$ cat src/rtl/x_23K640_pkg.sv
// Shared opcodes, address-mode encodings and FSM state type for the 23K640-style SPI SRAM target.
package x_23K640_pkg;

    localparam logic [7:0] OP_WRSR  = 8'h01;
    localparam logic [7:0] OP_WRITE = 8'h02;
    localparam logic [7:0] OP_READ  = 8'h03;
    localparam logic [7:0] OP_RDSR  = 8'h05;

    localparam logic [1:0] MODE_BYTE = 2'b00;
    localparam logic [1:0] MODE_SEQ  = 2'b01;
    localparam logic [1:0] MODE_PAGE = 2'b10;
    localparam logic [1:0] MODE_RSVD = 2'b11;

    typedef enum logic [2:0] {
        IDLE,
        CMD,
        ADDR,
        RD_DATA,
        WR_DATA,
        SR_WR,
        SR_RD,
        IGNORE
    } state_t;

    // The reserved encoding behaves exactly like byte mode.
    function automatic logic is_byte_mode(input logic [1:0] mode);
        case (mode)
            MODE_SEQ, MODE_PAGE:  return 1'b0;
            MODE_BYTE, MODE_RSVD: return 1'b1;
            default:              return 1'b1;
        endcase
    endfunction

endpackage

$ cat src/rtl/x_23K640_sync.sv
// Multi-flop synchroniser for one asynchronous SPI pin, with rise/fall detection on the synchronised value.
module x_23K640_sync #(
    parameter int   STAGES  = 2,
    parameter logic RST_VAL = 1'b0
) (
    input  logic i_clk,
    input  logic i_rst,
    input  logic i_d,
    output logic o_q,
    output logic o_rise,
    output logic o_fall
);

    logic [STAGES-1:0] chain;
    logic              prev;

    always_ff @(posedge i_clk) begin
        if (i_rst) begin
            chain <= {STAGES{RST_VAL}};
            prev  <= RST_VAL;
        end else begin
            chain <= {chain[STAGES-2:0], i_d};
            prev  <= chain[STAGES-1];
        end
    end

    assign o_q    = chain[STAGES-1];
    assign o_rise = o_q & ~prev;
    assign o_fall = ~o_q & prev;

endmodule

$ cat src/rtl/x_23k640_target.sv
// SPI mode-0 slave speaking the 23K640 serial SRAM protocol; the byte array itself sits behind a simple strobe port.
module x_23k640_target
    import x_23K640_pkg::*;
#(
    parameter int ADDR_W      = 13,
    parameter int SYNC_STAGES = 2
) (
    input  logic              i_clk,
    input  logic              i_rst,
    input  logic              i_cs,
    input  logic              i_sck,
    input  logic              i_si,
    output logic              o_so,
    output logic              o_mem_valid,
    output logic              o_mem_rd_n_wr,
    output logic [ADDR_W-1:0] o_mem_addr,
    output logic [7:0]        o_mem_wdata,
    input  logic [7:0]        i_mem_rdata,
    output state_t            o_dbg_state
);

    // Memory port: o_mem_valid is a one-cycle strobe with no back-pressure; for a read,
    // i_mem_rdata must hold the byte in the cycle right after the strobe.

    logic cs_s, cs_rise, cs_fall;
    logic sck_s, sck_rise, sck_fall;
    logic si_s, si_rise, si_fall;

    x_23K640_sync #(.STAGES(SYNC_STAGES), .RST_VAL(1'b1)) u_sync_cs (
        .i_clk(i_clk), .i_rst(i_rst), .i_d(i_cs),
        .o_q(cs_s), .o_rise(cs_rise), .o_fall(cs_fall)
    );
    x_23K640_sync #(.STAGES(SYNC_STAGES), .RST_VAL(1'b0)) u_sync_sck (
        .i_clk(i_clk), .i_rst(i_rst), .i_d(i_sck),
        .o_q(sck_s), .o_rise(sck_rise), .o_fall(sck_fall)
    );
    x_23K640_sync #(.STAGES(SYNC_STAGES), .RST_VAL(1'b0)) u_sync_si (
        .i_clk(i_clk), .i_rst(i_rst), .i_d(i_si),
        .o_q(si_s), .o_rise(si_rise), .o_fall(si_fall)
    );

    state_t            state;
    logic [3:0]        cnt;
    logic [15:0]       shreg;
    logic [7:0]        shift_out;
    logic [7:0]        rbuf;
    logic [7:0]        status;
    logic [ADDR_W-1:0] addr;
    logic              is_read;
    logic              load_next;
    logic              rd_wait;

    logic              rise_ev, fall_ev, byte_mode;
    logic [15:0]       sh_next;
    logic [7:0]        load_src;
    logic [ADDR_W-1:0] addr_next;

    assign rise_ev   = sck_rise & ~cs_s;
    assign fall_ev   = sck_fall & ~cs_s;
    assign sh_next   = {shreg[14:0], si_s};
    assign byte_mode = is_byte_mode(status[7:6]);
    assign load_src  = (state == SR_RD) ? status : rbuf;

    // Page mode keeps everything above the 32-byte page and lets only the low 5 bits roll over.
    always_comb begin
        addr_next = addr + ADDR_W'(1);
        if (status[7:6] == MODE_PAGE) begin
            addr_next[ADDR_W-1:5] = addr[ADDR_W-1:5];
        end
    end

    always_ff @(posedge i_clk) begin
        if (i_rst) begin
            state         <= IDLE;
            cnt           <= '0;
            shreg         <= '0;
            shift_out     <= '0;
            rbuf          <= '0;
            status        <= '0;
            addr          <= '0;
            is_read       <= 1'b0;
            load_next     <= 1'b0;
            rd_wait       <= 1'b0;
            o_so          <= 1'b0;
            o_mem_valid   <= 1'b0;
            o_mem_rd_n_wr <= 1'b1;
            o_mem_addr    <= '0;
            o_mem_wdata   <= '0;
        end else begin
            o_mem_valid <= 1'b0;
            rd_wait     <= o_mem_valid & o_mem_rd_n_wr;
            if (rd_wait) begin
                rbuf <= i_mem_rdata;
            end

            if (cs_rise) begin
                state     <= IDLE;
                cnt       <= '0;
                load_next <= 1'b0;
                o_so      <= 1'b0;
            end else if (cs_fall) begin
                state     <= CMD;
                cnt       <= '0;
                load_next <= 1'b0;
                o_so      <= 1'b0;
            end else if (rise_ev) begin
                cnt   <= cnt + 4'd1;
                shreg <= sh_next;
                case (state)
                    CMD: if (cnt == 4'd7) begin
                        cnt <= '0;
                        case (sh_next[7:0])
                            OP_READ:  begin state <= ADDR; is_read <= 1'b1; end
                            OP_WRITE: begin state <= ADDR; is_read <= 1'b0; end
                            OP_WRSR:  state <= SR_WR;
                            OP_RDSR:  begin state <= SR_RD; load_next <= 1'b1; end
                            default:  state <= IGNORE;
                        endcase
                    end
                    ADDR: if (cnt == 4'd15) begin
                        cnt  <= '0;
                        addr <= sh_next[ADDR_W-1:0];
                        if (is_read) begin
                            state         <= RD_DATA;
                            o_mem_valid   <= 1'b1;
                            o_mem_rd_n_wr <= 1'b1;
                            o_mem_addr    <= sh_next[ADDR_W-1:0];
                            load_next     <= 1'b1;
                        end else begin
                            state <= WR_DATA;
                        end
                    end
                    // Bit 0 of the current byte just went out: prefetch the next byte.
                    RD_DATA: if (cnt == 4'd7) begin
                        cnt <= '0;
                        if (byte_mode) begin
                            state <= IGNORE;
                            o_so  <= 1'b0;
                        end else begin
                            addr          <= addr_next;
                            o_mem_valid   <= 1'b1;
                            o_mem_rd_n_wr <= 1'b1;
                            o_mem_addr    <= addr_next;
                            load_next     <= 1'b1;
                        end
                    end
                    WR_DATA: if (cnt == 4'd7) begin
                        cnt           <= '0;
                        o_mem_valid   <= 1'b1;
                        o_mem_rd_n_wr <= 1'b0;
                        o_mem_addr    <= addr;
                        o_mem_wdata   <= sh_next[7:0];
                        if (byte_mode) begin
                            state <= IGNORE;
                        end else begin
                            addr <= addr_next;
                        end
                    end
                    SR_WR: if (cnt == 4'd7) begin
                        status <= {sh_next[7:6], 5'b00000, sh_next[0]};
                        state  <= IGNORE;
                    end
                    SR_RD: if (cnt == 4'd7) begin
                        cnt       <= '0;
                        load_next <= 1'b1;
                    end
                    default: ;
                endcase
            end else if (fall_ev && (state == RD_DATA || state == SR_RD)) begin
                if (load_next) begin
                    o_so      <= load_src[7];
                    shift_out <= {load_src[6:0], 1'b0};
                    load_next <= 1'b0;
                end else begin
                    o_so      <= shift_out[7];
                    shift_out <= {shift_out[6:0], 1'b0};
                end
            end
        end
    end

    assign o_dbg_state = state;

    logic unused_ok;
    assign unused_ok = ^{si_rise, si_fall, sck_s, shreg[15], sh_next};

endmodule
$ cat config.mk
export PLATFORM = sky130hd
export DESIGN_NAME = x_23k640_target
export DESIGN_NICKNAME = d
export VERILOG_FILES = /design/src/rtl/x_23K640_pkg.sv /design/src/rtl/x_23K640_sync.sv /design/src/rtl/x_23k640_target.sv
export SDC_FILE = /design/constraint.sdc
export NUM_CORES = 1
export LEC_CHECK = 0
export CORE_AREA = 2 2 165 103
export CTS_BUF_LIST = sky130_fd_sc_hd__clkbuf_4 sky130_fd_sc_hd__clkbuf_8 sky130_fd_sc_hd__clkbuf_16
export DETAILED_ROUTE_END_ITERATION = 16
export DIE_AREA = 0 0 167 105
export PLACE_DENSITY_LB_ADDON = 0.05
export SETUP_SLACK_MARGIN = 0.3
export SYNTH_ARGS = -nofsm -noshare
export SYNTH_HDL_FRONTEND = slang
export SYNTH_HIERARCHICAL = 1
export SYNTH_SLANG_ARGS = --single-unit
$ cat constraint.sdc
create_clock -name i_clk -period 5.23 [get_ports i_clk]
set_clock_uncertainty 0.15 [all_clocks]
set_input_delay 1.046 -clock i_clk [delete_from_list [all_inputs] [get_ports i_clk]]
set_output_delay 1.046 -clock i_clk [all_outputs]
set_load 0.01 [all_outputs]
==> impl_metrics.yaml, run 1 <==
outcome:
  status: "finished clean"
routing:
  drt.antenna.violating_nets: 0
  drtIter0Drc: 234
  wl_met3_um: 614
  drc: 0
  routed_via_density: 5.09
  wl_met2_um: 5180
  via_count: 3887
  routed_wl_um: 13700
  top_layer_used: "met4"
  wl_per_cell_um: 18.0
  met1_length_um: 7810
  dr.pass1.iters: 5
synthesis:
  ys_warn_count: 6
  syn_area_um2: 4370
  syn_avg_cell_area_um2: 8.15
  synth_cells: 536
  syn_nets: 553
worst_hold_path:
  worst_hold_path.num_cells: 1
  holdPathEnd: "u_sync_cs/chain[1]$_SDFF_PP1_"
  hold_path.class: "reg2reg"
  hp-start: "u_sync_cs/chain[0]$_SDFF_PP1_"
place:
  io_buffers: 39
  dp_hpwl_um: 9550
  place_congestion: 0.816
worst_setup_path:
  worstPathCellList: "and3b_1 -> nor2_4 -> o211ai_1 -> a211oi_1 -> nor3_1"
  worstSetupStartpointType: "register"
  setup.worst_path.start: "o_dbg_state[0]$_SDFFE_PP0P_"
  regToRegEndpoint: "o_mem_addr[12]$_SDFFE_PP0P_"
  cp_top_family: "simple AND/OR/NAND/NOR gates"
  crit_path_end_kind: "register"
  cp.arrival_ns: 3.91
  cpPeakStageDelay_ns: 1.08
  crit_path_max_fanout: 33
  reg2reg_depth: 5
  rrSetupSlack_ns: 1.44
  critical_path.slowest_cell: "dfxtp_1"
  required_ns: 5.34
  worst-path-buf-inv: 0
  critPathKind: "reg2reg"
  reg2reg_from: "o_dbg_state[0]$_SDFFE_PP0P_"
die:
  die_y_um: 105
  fp-row-count: 36
  ios: 40
  core_um2: 15900
  die_area_um2: 17500
  die_w_um: 167
  start_util_pct: 27.5
finish:
  area_growth_pct: 18.5
  nFillCells: 1681
  n_antenna_cell: 0
  nets: 566
  drive_gt1_share_pct: 6.68
sta:
  period_share_pct: 72.5
  timing.fmax_mhz: 264
  drv_slew: 0
  setup_tns_ns: 0
  rsz0062_at_grt: "false"
  period_minus_slack_ns: 3.79
  worst_pin_slew_ns: 1.24
  hold_violations: 0
  setup_viol: 0
  slew-limit-headroom_pct: 16.6
  timing.hold.ws_ns: 0.263
power_and_ir_drop:
  p_sw_share_pct: 22.0
  seq_power_share_pct: 46.7
  ir_drop_v: 0.000127
  p_leak_nw: 1.77
  pwr-share-clk_pct: 50.6
  p_int_mw: 1.10
  power_frac_comb_pct: 2.7
  cellPowerDensity_nw_per_um2: 272
  switchingPower_uw: 309
global_routing:
  grt_max_degree: 39
  antenna_found_initial: 0
  grt_pass1_wl_um: 21800
  track_usage_pct: 16.0
  grt_overflow: 0
  grt_pass1_vias: 3648
cts:
  cts_setup_buffers: 0
  clkLatencyLatePin_ns: 0.34
  clock_path_buffers: 2
  cts_resized: 0
  clkTransAtPathRegs_ns: 0.06
  holdBufCountCts: 0
  clock_tree.root_cell: "clkbuf_16"
  numCtsBuffers: 9
  cts_sinks: 85
  cts_tree: "yes"
  cts_max_level: 3
job:
  maxCapViolCount: 0
[worst max-delay path by stage]
stage,slack [ns],cells past startpoint,end
2_1_floorplan,3.03,8,o_mem_addr[0]$_SDFFE_PP0P_
3_3_place_gp,1.46,5,o_mem_addr[12]$_SDFFE_PP0P_
3_5_place_dp,1.45,5,o_mem_addr[11]$_SDFFE_PP0P_
4_1_cts,1.44,5,o_mem_addr[11]$_SDFFE_PP0P_
5_1_grt,1.14,5,o_mem_addr[11]$_SDFFE_PP0P_
6_report,1.44,5,o_mem_addr[12]$_SDFFE_PP0P_
[cell type report]
cell class              instances  area, um^2  area share, %
clock inverters                 5        85.1           1.64
flip-flops and latches         85        1700           32.9
well taps                     209         262           5.05
inverters                      10        37.5          0.725
multi-input cells             401        2440           47.2
clock buffers                  11         240           4.64
repair buffers                 42         408           7.88
[cells in the final DEF, fill, tap and decap left out, types with 3 or more instances in the layout]
cell             count
nand2b_1             4
clkbuf_16            9
a21o_1               3
nor2b_1             12
nand3_1              6
nor2_1              62
a221oi_1             5
o211ai_1             4
o21ai_0             16
clkdlybuf4s50_1     38
a22o_1               3
and3_1               5
nand2_1             78
ha_1                 4
nor3_1              17
and3b_1              3
nand3b_1             5
dfxtp_1             85
buf_4                3
inv_1               10
mux2i_1             24
a21oi_1             46
xor2_1               8
xnor2_1              3
o32ai_1              8
a211oi_1            13
o22ai_1              5
a211o_1              3
nor4_1               6
or2_1                3
o31a_1               4
nand4_1              5
or3_1                4
[worst reg2reg max path, cell delays in order (launching register included)]
cell and delay [ns]:
dfxtp_1 1.08, and3b_1 0.81, nor2_4 0.29, o211ai_1 1.07, a211oi_1 0.10, nor3_1 0.22
[metrics by stage]
stage	utilization, %	power [mW]	setup WS (ns)	std cells	cell area [um^2]
finish	32.5	1.41	1.44	763	5170
global placement	30.5	0.709	1.46	747	4850
floorplan	-	0.690	3.03	536	4370
CTS	32.5	1.43	1.44	763	5170
detailed placement	30.5	0.710	1.45	747	4850
global route	32.5	1.46	1.14	763	5170
[per-layer routing]
| metal | up-vias | global-route usage, % |
|---|---|---|
| met5 | - | 0 |
| met4 | 0 | 4.19 |
| met3 | 14 | 3.26 |
| met2 | 85 | 20.6 |
| met1 | 1855 | 25.9 |
| li1 | 1933 | - |
[registers in the layout, summed over array words and instances, names as in the netlist, 2 cells and up]
name              flops
addr                 13
cnt                   4
o_dbg_state           3
o_mem_addr           13
o_mem_wdata           8
rbuf                  8
shift_out             7
shreg                12
status                3
u_sync_cs/chain       2
u_sync_sck/chain      2
u_sync_si/chain       2
[power by group through the flow]
stage          registers [mW]  logic, mW  clock network [mW]
2_1_floorplan           0.667     0.0229                   0
3_3_place_gp            0.671     0.0380                   0
3_5_place_dp            0.672     0.0384                   0
4_1_cts                 0.657     0.0384               0.735
5_1_grt                 0.657     0.0420               0.756
6_report                0.657     0.0377               0.712
(Power assumes the default switching activity.)
==> run 2, diff against run 1 <==
Clock period 5.23 ns to 4 ns, I/O delays scaled along.
==> run 2 against run 1 <==
Effect of this change: final cell count up 0.52%; critical path depth is 3 lower; wire length is 2.2% higher; hold slack better by 0.030 ns; worst setup slack worse by 0.41 ns; final area grew 0.56%; combinational power is 43% higher; die area is the same; non-clock buffer count rose by 4.
==> impl_metrics.yaml, run 2 (synthesized netlist as in run 1, its figures left out) <==
outcome:
  status: "finished clean"
worst_hold_path:
  worst_hold_path.num_cells: 1
  hold_path.class: "reg2reg"
  hp-start: "u_sync_sck/chain[0]$_SDFF_PP0_"
  holdPathEnd: "u_sync_sck/chain[1]$_SDFF_PP0_"
routing:
  wl_per_cell_um: 18.3
  routed_wl_um: 14000
  drt.antenna.violating_nets: 0
  drc: 0
  via_count: 3940
  routed_via_density: 5.14
  drtIter0Drc: 274
  dr.pass1.iters: 4
sta:
  rsz0062_at_grt: "false"
  slew-limit-headroom_pct: 21.0
  drv_slew: 0
  timing.fmax_mhz: 337
  period_share_pct: 74.2
  fin_ws_ns: 1.03
  worst_pin_slew_ns: 1.18
  setup_tns_ns: 0
  period_minus_slack_ns: 2.97
  hold_violations: 0
  setup_viol: 0
cts:
  clkTransAtPathRegs_ns: 0.07
  cts_max_level: 3
  clkLatencyLatePin_ns: 0.34
  cts_tree: "yes"
  cts_resized: 0
  clock_path_buffers: 2
  cts_sinks: 85
  holdBufCountCts: 0
  clock_tree.root_cell: "clkbuf_16"
  cts_setup_buffers: 0
  numCtsBuffers: 9
power_and_ir_drop:
  p_leak_nw: 1.79
  ir_drop_v: 0.000203
  cellPowerDensity_nw_per_um2: 353
  power_frac_comb_pct: 2.9
  switchingPower_uw: 401
  seq_power_share_pct: 46.7
  p_int_mw: 1.43
  p_sw_share_pct: 21.8
  pwr-share-clk_pct: 50.4
finish:
  nets: 570
  area_growth_pct: 19.1
  drive_gt1_share_pct: 7.35
  final_cell_mix: "dfxtp_1 (85), nand2_1 (78), nor2_1 (62), a21oi_1 (46), clkdlybuf4s50_1 (38)"
  reg_top3: "addr x13, o_mem_addr x13, shreg x12"
  layout_commonest_cell: "dfxtp_1"
  n_antenna_cell: 0
  fin_area_um2: 5200
global_routing:
  track_usage_pct: 16.4
  grt_max_degree: 74
  grt_pass1_vias: 3683
  grt_pass1_wl_um: 22200
  grt_overflow: 0
  antenna_found_initial: 0
place:
  placed_area_um2: 4880
  io_buffers: 39
  place_ws_ns: 1.14
  place_congestion: 0.823
  dp_hpwl_um: 9600
worst_setup_path:
  required_ns: 3.05
  critPathKind: "reg2out"
  rrSetupSlack_ns: 1.09
  cp.arrival_ns: 2.02
  crit_path_max_fanout: 18
  crit_path_end_kind: "output port"
  worstSetupStartpointType: "register"
  regToRegEndpoint: "status[0]$_SDFFE_PP0P_"
  reg2reg_from: "u_sync_sck/chain[1]$_SDFF_PP0_"
  reg2reg_depth: 6
die:
  die_w_um: 167
  fp-row-count: 36
  start_util_pct: 27.5
  die_y_um: 105
  core_um2: 15900
  die_area_um2: 17500
  ios: 40
job:
  maxCapViolCount: 0
-- run 2: changes by cell type in the layout (fill, tap and decap cells not counted) --
cell | previous run | this run
buf_4 | 3 | 7
clkinv_4 | 2 | 0
clkinvlp_4 | 1 | 2
inv_6 | 0 | 1
-- run 2: area by class of cell --
type	instances	area [um^2]
Clock buffer	11	240
Timing Repair Buffer	46	438
Sequential cell	85	1700
Multi-Input combinational cell	401	2440
Fill cell	1668	10700
Inverter	10	37.5
Clock inverter	5	83.8
Tap cell	209	262
-- run 2: how the worst max path moves through the flow --
stage,start,endpoint,cells past startpoint
4_1_cts,o_dbg_state[0]$_SDFFE_PP0P_,o_dbg_state[0],2
3_5_place_dp,u_sync_cs/chain[1]$_SDFF_PP1_,status[7]$_SDFFE_PP0P_,6
5_1_grt,o_dbg_state[1]$_SDFFE_PP0P_,o_mem_addr[8]$_SDFFE_PP0P_,5
2_1_floorplan,u_sync_cs/chain[1]$_SDFF_PP1_,o_mem_addr[0]$_SDFFE_PP0P_,8
3_3_place_gp,u_sync_sck/chain[1]$_SDFF_PP0_,status[0]$_SDFFE_PP0P_,6
6_report,o_dbg_state[0]$_SDFFE_PP0P_,o_dbg_state[0],2
-- run 2: power groups by stage --
stage                     clock [mW]  sequential, mW  combinational (mW)
after floorplan                    0           0.872              0.0300
after global placement             0           0.876              0.0535
after global routing           0.985           0.857              0.0585
final                          0.925           0.856              0.0539
after CTS                      0.955           0.856              0.0539
after detailed placement           0           0.876              0.0535
-- run 2: metal layers --
layer	GRT usage (%)	routed length [um]	vias to the layer above
li1	-	-	1942
met1	26.8	8120	1874
met2	20.8	5060	114
met3	3.30	739	10
met4	4.13	118	0
met5	0	0	-
-- run 2: worst max-delay path, cell delays in order, from the launching register on --
cell	delay [ns]
dfxtp_1	0.71
buf_4	0.38
clkdlybuf4s50_1	0.59
-- run 2: through the flow --
stage	std cells	hold slack [ns]	total power, mW	util (%)
2_1_floorplan	536	0.233	0.902	-
3_3_place_gp	751	0.269	0.929	30.7
3_5_place_dp	751	0.282	0.929	30.7
4_1_cts	767	0.299	1.86	32.7
5_1_grt	767	0.308	1.90	32.7
6_report	767	0.293	1.84	32.7
==> run 3, diff against run 2 <==
Clock period 4 ns to 2.8 ns, I/O delays scaled along.
==> run 3 against run 2 <==
Effect of this change: wire length grew 1.1%; total power increased by 45%; non-clock buffer count rose by 17; count of clock-buffer cells in the layout decreased by 2; final area is 3.6% higher; clock power is 46% higher; core utilization increased by 1.2 points; sequential share of layout area fell by 1.1 points; combinational power up 52%; final cell count up 2.2%; hold slack got worse by 0.0074 ns; sequential power rose by 43%; critical endpoint unchanged.
==> impl_metrics.yaml, run 3 (synthesized netlist as in run 1, its figures left out) <==
routing:
  routed_wl_um: 14200
  drc: 0
  drtIter0Drc: 236
  top_layer_used: "met4"
  wl_per_cell_um: 18.1
  wl_met3_um: 752
  drt.antenna.violating_nets: 0
  via_count: 4012
  wl_met2_um: 5100
  routed_via_density: 5.12
  met1_length_um: 8220
  dr.pass1.iters: 4
place:
  dp_hpwl_um: 10100
  io_buffers: 39
  place_congestion: 0.834
cts:
  numCtsBuffers: 9
  clock_tree.root_cell: "clkbuf_16"
  cts_max_level: 3
  clkTransAtPathRegs_ns: 0.06
  cts_sinks: 85
  clock_path_buffers: 2
  clkLatencyLatePin_ns: 0.35
  cts_tree: "yes"
sta:
  slew-limit-headroom_pct: 47.6
  drv_slew: 0
  period_share_pct: 86.1
  timing.hold.ws_ns: 0.285
  timing.fmax_mhz: 415
  setup_viol: 0
  hold_violations: 0
  period_minus_slack_ns: 2.41
  setup_tns_ns: 0
  rsz0062_at_grt: "true"
  worst_pin_slew_ns: 0.787
die:
  fp-row-count: 36
  die_w_um: 167
  die_area_um2: 17500
  ios: 40
  start_util_pct: 27.5
  core_um2: 15900
  die_y_um: 105
outcome:
  status: "finished clean"
global_routing:
  grt_overflow: 0
  grt_pass1_wl_um: 22500
  antenna_found_initial: 0
  grt_max_degree: 73
  track_usage_pct: 16.7
  grt_pass1_vias: 3704
job:
  maxCapViolCount: 0
worst_setup_path:
  crit_path_max_fanout: 27
  crit_path_end_kind: "output port"
  worstSetupStartpointType: "register"
  cp.arrival_ns: 1.70
  critPathKind: "reg2out"
  required_ns: 2.09
power_and_ir_drop:
  ir_drop_v: 0.000372
  p_leak_nw: 1.90
  cellPowerDensity_nw_per_um2: 492
finish:
  drive_gt1_share_pct: 12.0
  layout_commonest_cell: "dfxtp_1"
  reg_top3: "addr x13, o_mem_addr x13, shreg x12"
  n_antenna_cell: 0
  nets: 587
  area_growth_pct: 23.4
  final_cell_mix: "dfxtp_1 (83), nand2_1 (78), nor2_1 (61), a21oi_1 (46), clkdlybuf4s50_1 (38)"
worst_hold_path:
  hold_path.class: "reg2reg"
-- run 3: cell count changes in the layout (fill, tap and decap cells not counted), moves of 2 or more --
cell	before	now
nor4_1	6	4
buf_4	7	23
dfxtp_1	85	83
dfxtp_2	0	2
clkbuf_4	2	0
-- run 3: path summary, 6_finish.rpt --
| kind | startpoint | to | slack, ns | cells past startpoint |
|---|---|---|---|---|
| setup / recovery | o_dbg_state[0]$_SDFFE_PP0P_ | o_dbg_state[0] | 0.39 | 2 |
| hold / removal | u_sync_si/chain[0]$_SDFF_PP0_ | u_sync_si/chain[1]$_SDFF_PP0_ | 0.29 | 1 |
| setup reg to reg | u_sync_cs/chain[1]$_SDFF_PP1_ | status[0]$_SDFFE_PP0P_ | 0.44 | 7 |
| hold reg to reg | u_sync_si/chain[0]$_SDFF_PP0_ | u_sync_si/chain[1]$_SDFF_PP0_ | 0.29 | 1 |
-- run 3: timing repair --
action,4_1_cts,5_1_grt
hold buffers,0,0
gates resized for setup,3,10
pin swaps,0,1
endpoints found under the setup margin,17,23
setup buffers,0,2
-- run 3: area by class of cell --
type / instances / area (um^2)
Inverter: 10 / 37.5
Sequential cell: 85 / 1700
Timing Repair Buffer: 63 / 569
Clock inverter: 7 / 105
Clock buffer: 9 / 225
Tap cell: 209 / 262
Fill cell: 1683 / 10500
Multi-Input combinational cell: 401 / 2490
-- run 3: worst max-delay path, cell delays in order (launching register included) --
cell             delay, ns
dfxtp_1               0.48
buf_6                 0.29
clkdlybuf4s50_1       0.58
-- run 3: where the power goes --
| part | internal, mW | switching (mW) | leakage [nW] |
|---|---|---|---|
| Combinational | 0.0326 | 0.0494 | 1.05 |
| Clock | 0.797 | 0.553 | 0.159 |
| Sequential | 1.21 | 0.00695 | 0.686 |
| Total | 2.04 | 0.610 | 1.90 |
-- run 3: through the flow --
step / setup slack (ns) / util (%) / cell area [um^2] / power, mW / cells
3_3_place_gp: 0.296 / 31.4 / 4990 / 1.33 / 766
6_report: 0.390 / 33.9 / 5390 / 2.65 / 784
5_1_grt: 0.252 / 33.9 / 5390 / 2.76 / 784
4_1_cts: 0.294 / 33.5 / 5330 / 2.69 / 782
3_5_place_dp: 0.224 / 31.4 / 4990 / 1.33 / 766
2_1_floorplan: 0.595 / - / 4370 / 1.29 / 536
-- run 3: metal layers --
metal / vias to the layer above / GRT usage [%]
met5: - / 0
met2: 94 / 20.7
met4: 0 / 3.51
met1: 1937 / 27.5
met3: 12 / 3.90
li1: 1969 / -
